<file path="src/rtl/maquina_principal_seq.sv">
// Sequencer: steps 0..15 advance on TICK, steps 16..18 wait for ACK with
// a per-step timeout; step 19 is a one-cycle FINISH that pulses DONE.
module maquina_principal_seq #(
   parameter int unsigned TIMEOUT = 255
) (
   input  logic       CLK,
   input  logic       RESET,
   input  logic       START,
   input  logic       TICK,
   input  logic       ACK,
   input  logic       ABORT,
   output logic [4:0] STEP,
   output logic       BUSY,
   output logic       DONE,
   output logic       ERR
);

   typedef enum logic [1:0] {
      IDLE,
      COUNT,
      WAIT_ACK,
      FINISH
   } state_t;

   localparam logic [4:0] STEP_LAST_TICK = 5'd15;
   localparam logic [4:0] STEP_FIRST_ACK = 5'd16;
   localparam logic [4:0] STEP_LAST_ACK  = 5'd18;
   localparam logic [4:0] STEP_FINISH    = 5'd19;
   // The expiring edge is the TIMEOUT-th ACK-low edge, i.e. count already at TIMEOUT-1.
   localparam logic [7:0] TLIMIT         = 8'(TIMEOUT - 1);

   state_t     state;
   state_t     state_n;
   logic [4:0] step_n;
   logic       busy_n;
   logic       done_n;
   logic       err_n;
   logic [7:0] tcnt;
   logic [7:0] tcnt_n;

   always_ff @(posedge CLK or posedge RESET) begin
      if (RESET) begin
         state <= IDLE;
         STEP  <= '0;
         BUSY  <= 1'b0;
         DONE  <= 1'b0;
         ERR   <= 1'b0;
         tcnt  <= '0;
      end else begin
         state <= state_n;
         STEP  <= step_n;
         BUSY  <= busy_n;
         DONE  <= done_n;
         ERR   <= err_n;
         tcnt  <= tcnt_n;
      end
   end

   always_comb begin
      state_n = state;
      step_n  = STEP;
      busy_n  = BUSY;
      done_n  = 1'b0;
      err_n   = ERR;
      tcnt_n  = tcnt;

      if (ABORT) begin
         state_n = IDLE;
         step_n  = '0;
         busy_n  = 1'b0;
         tcnt_n  = '0;
      end else begin
         case (state)
            IDLE: begin
               step_n = '0;
               busy_n = 1'b0;
               if (START) begin
                  state_n = COUNT;
                  busy_n  = 1'b1;
                  err_n   = 1'b0;
                  tcnt_n  = '0;
               end
            end
            COUNT: begin
               if (TICK) begin
                  step_n = STEP + 5'd1;
                  if (STEP == STEP_LAST_TICK) begin
                     state_n = WAIT_ACK;
                     step_n  = STEP_FIRST_ACK;
                     tcnt_n  = '0;
                  end
               end
            end
            WAIT_ACK: begin
               // ACK wins over a timeout expiring on the same edge.
               if (ACK) begin
                  step_n = STEP + 5'd1;
                  tcnt_n = '0;
                  if (STEP == STEP_LAST_ACK) begin
                     state_n = FINISH;
                     step_n  = STEP_FINISH;
                     done_n  = 1'b1;
                  end
               end else if (tcnt == TLIMIT) begin
                  state_n = IDLE;
                  step_n  = '0;
                  busy_n  = 1'b0;
                  err_n   = 1'b1;
                  tcnt_n  = '0;
               end else begin
                  tcnt_n = tcnt + 8'd1;
               end
            end
            FINISH: begin
               state_n = IDLE;
               step_n  = '0;
               busy_n  = 1'b0;
            end
            default: begin
               state_n = IDLE;
               step_n  = '0;
               busy_n  = 1'b0;
               tcnt_n  = '0;
            end
         endcase
      end
   end

endmodule

</file>
<file path="config.mk">
export PLATFORM = sky130hd
export DESIGN_NAME = maquina_principal_seq
export DESIGN_NICKNAME = d
export VERILOG_FILES = /design/src/rtl/maquina_principal_seq.sv
export SDC_FILE = /design/constraint.sdc
export NUM_CORES = 1
export LEC_CHECK = 0
export CAP_MARGIN = 5
export CORE_UTILIZATION = 40
export DETAILED_ROUTE_END_ITERATION = 8
export GPL_ROUTABILITY_DRIVEN = 1
export PLACE_DENSITY = 0.6
export SYNTH_ARGS = -nofsm -noshare
export SYNTH_HDL_FRONTEND = slang
export SYNTH_SLANG_ARGS = --single-unit
</file>
<file path="constraint.sdc">
create_clock -name CLK -period 2.1 [get_ports CLK]
set_input_delay 0.315 -clock CLK [delete_from_list [all_inputs] [get_ports CLK]]
set_output_delay 0.315 -clock CLK [all_outputs]
set_load 0.01 [all_outputs]
</file>
==> impl_metrics.yaml <==
grt:
  grt_overflow: 0
  grt_pass1_vias: 919
  grt_max_degree: 19
  grt_usage_pct: 17.1
  antenna_found_initial: 0
  grt_pass1_wl_mm: 4.20
cells_and_area:
  n_antenna_cell: 0
  area_growth_pct: 21.7
  seq_area_um2: 450
  fin_nets: 149
  final.fill_count: 280
  finish.utilization_pct: 50.8
  multi_input_area_um2: 658
  drive_gt1_share_pct: 15.3
drt:
  drtPass1Iterations: 4
  vias: 946
  drt_first_iter_violations: 28
  wl_mm: 2.37
  drc_errors: 0
  drt-wirelength-per-cell_um: 14.1
  vias_per_cell: 5.63
  ant_nets: 0
die:
  start_util_pct: 41.7
  die_area_um2: 3070
  ios: 14
  row_count: 19
  dieHeight_um: 55.4
  die_x_um: 55.4
  core-area_um2: 2730
clock_tree:
  numCtsBuffers: 3
  cts_root_buffer: "clkbuf_4"
  clk_path_buf_depth: 2
  clock_latency_ps: 290
  clock_sinks: 18
  cts_tree: "built"
  cts_max_level: 1
  holdBufCountCts: 0
  cts.repair.resized: 0
  cts_setup_buffers: 0
  path_clk_slew_ps: 110
synthesis:
  ys_seq_area_share_pct: 39.5
  synth_warnings: 0
  syn-num-nets: 126
  synthArstFlopShare_pct: 100
  syn_inst: 115
  ys_seq_elements: 18
  avgSynthCellArea_um2: 9.92
  synth.top_cells.by_area: "dfrtp_1 39%, ha_1 5.5%, nand2_1 3.6%"
  yosys.area.top_type: "dfrtp_1"
  yosysUniqueCellTypes: 44
  synth_area_um2: 1140
  synth_edf_count: 0
  synth_ff_type: "dfrtp_1"
  synth_top_cell_area_share_pct: 39.5
setup_path:
  slowest_delay_ps: 420
  start_kind: "register"
  critical_path_class: "register to register"
  critical_path_arrival_ps: 2210
  crit_chain: "ha_1 > and3_1 > ha_1 > nor4b_1 > a41oi_1 > o211ai_1 > a32o_1"
  cp-end-kind: "register"
  cp_slowest_cell: "dfrtp_1"
  cp_max_fo: 4
  required_ps: 2330
  ff2ff_path_depth: 7
  path_common_cell: "ha_1"
hold_path:
  hold_path.class: "input pin to asynchronous set/reset pin"
timing:
  finalSetupViolCount: 0
  final.min_clock_period_ps: 1980
  grt_setup_unrepaired: "no"
  setup_tns_ps: 0
  slew_headroom_pct: 54.4
  post-route-period-util_pct: 94.4
  timing.hold.ws_ps: 414
  fmax_ghz: 0.504
  finClkSkew_ps: 7.83
  tightestPinTransition_ps: 683
  setup_ws_ps: 117
  hold_viol: 0
  slew_viol_final: 0
place:
  gp_congestion: 0.789
  place_hpwl_mm: 1.84
  dp_slack_ps: 112
  port_buffers: 13
flow_run:
  drv_cap: 0
power_and_ir_drop:
  power-per-cell-area_nw_per_um2: 479
  p_leak_uw: 0.000576
  vdd_drop_max_mv: 0.308
status:
  status: "complete, no violations"
[cell usage in the layout, fill, tap and decap left out, types with 3 or more instances in the layout]
cell type        instances
a21oi_1                  7
buf_4                    7
and3_1                   3
nor2_1                   5
ha_1                     5
xor2_1                   3
inv_1                    6
o21ai_0                  6
dfrtp_1                 18
mux2i_1                  3
clkdlybuf4s50_1         13
nor2b_1                  3
nand3_1                  5
clkbuf_4                 3
nand2_1                 11
[worst max-delay path: cells and delay by family (launching register included)]
| kind | cells | cell delay, ps |
|---|---|---|
| DFF | 1 | 420 |
| and+or+nand+nor | 2 | 580 |
| AOI/OAI and AO/OA | 3 | 470 |
| adders and majority gates | 2 | 440 |
[area by class of cell]
type,instances,area share [%]
Clock buffer,4,2.61
Tap cell,31,2.79
Sequential cell,18,32.4
Inverter,6,1.62
Multi-Input combinational cell,89,47.4
Timing Repair Buffer,20,13.2
[layer usage]
layer	GRT usage, %	routed length, um	vias to the layer above	share of wire [%]
met5	0	0	-	0
met4	6.43	17	0	0.72
met3	2.81	80	2	3.4
met2	27.0	1110	11	47
met1	23.6	1160	459	49
li1	-	-	474	-
[metrics by stage]
stage / total power [uW] / area, um^2 / std cells
3_3_place_gp: 463 / 1350 / 164
3_5_place_dp: 463 / 1350 / 164
5_1_grt: 702 / 1390 / 168
4_1_cts: 676 / 1390 / 168
2_1_floorplan: 423 / 1140 / 115
6_report: 665 / 1390 / 168
[path summary, 6_finish.rpt]
path / start / to / slack (ps)
hold reg to reg: tcnt[6]$_DFFE_PP0P_ / tcnt[6]$_DFFE_PP0P_ / 530
setup / recovery: STEP[0]$_DFFE_PP0P_ / STEP[3]$_DFFE_PP0P_ / 120
max in group asynchronous: RESET / ERR$_DFFE_PP0P_ / 1240
hold / removal: RESET / STEP[2]$_DFFE_PP0P_ / 410
setup reg to reg: STEP[0]$_DFFE_PP0P_ / STEP[3]$_DFFE_PP0P_ / 120
min in group CLK: tcnt[6]$_DFFE_PP0P_ / tcnt[6]$_DFFE_PP0P_ / 530
[Yosys cell counts (3+ instances only)]
master	number
mux2i_1	3
ha_1	5
a21oi_1	7
dfrtp_1	18
and3_1	3
xor2_1	3
nand2_1	11
inv_1	6
nand3_1	5
nor2_1	5
nor2b_1	3
o21ai_0	6
[flip-flops by register name, summed over array words and instances, names as in the netlist]
name / count
BUSY: 1
DONE: 1
ERR: 1
STEP: 5
state: 2
tcnt: 8
[power by group]
group          total [uW]  leakage, uW  switching (uW)  internal [uW]
Combinational        94.8     0.000307            48.7           46.1
Sequential            361     0.000248            8.45            352
Clock                 209    0.0000210             104            105
Total                 665     0.000576             161            504
[cell families (layout without fill, tap and decap cells)]
group | count (synthesis) | in the layout | share of synthesized area [%]
xor gates and xnor gates | 3 | 3 | 2.30
AOI/OAI and AO/OA | 29 | 29 | 19.1
buffers and inverters | 8 | 30 | 2.85
adders and majority gates | 5 | 5 | 5.48
muxes | 6 | 6 | 6.25
and+or+nand+nor | 46 | 46 | 24.6
DFF | 18 | 18 | 39.5
(Power assumes the default switching activity.)
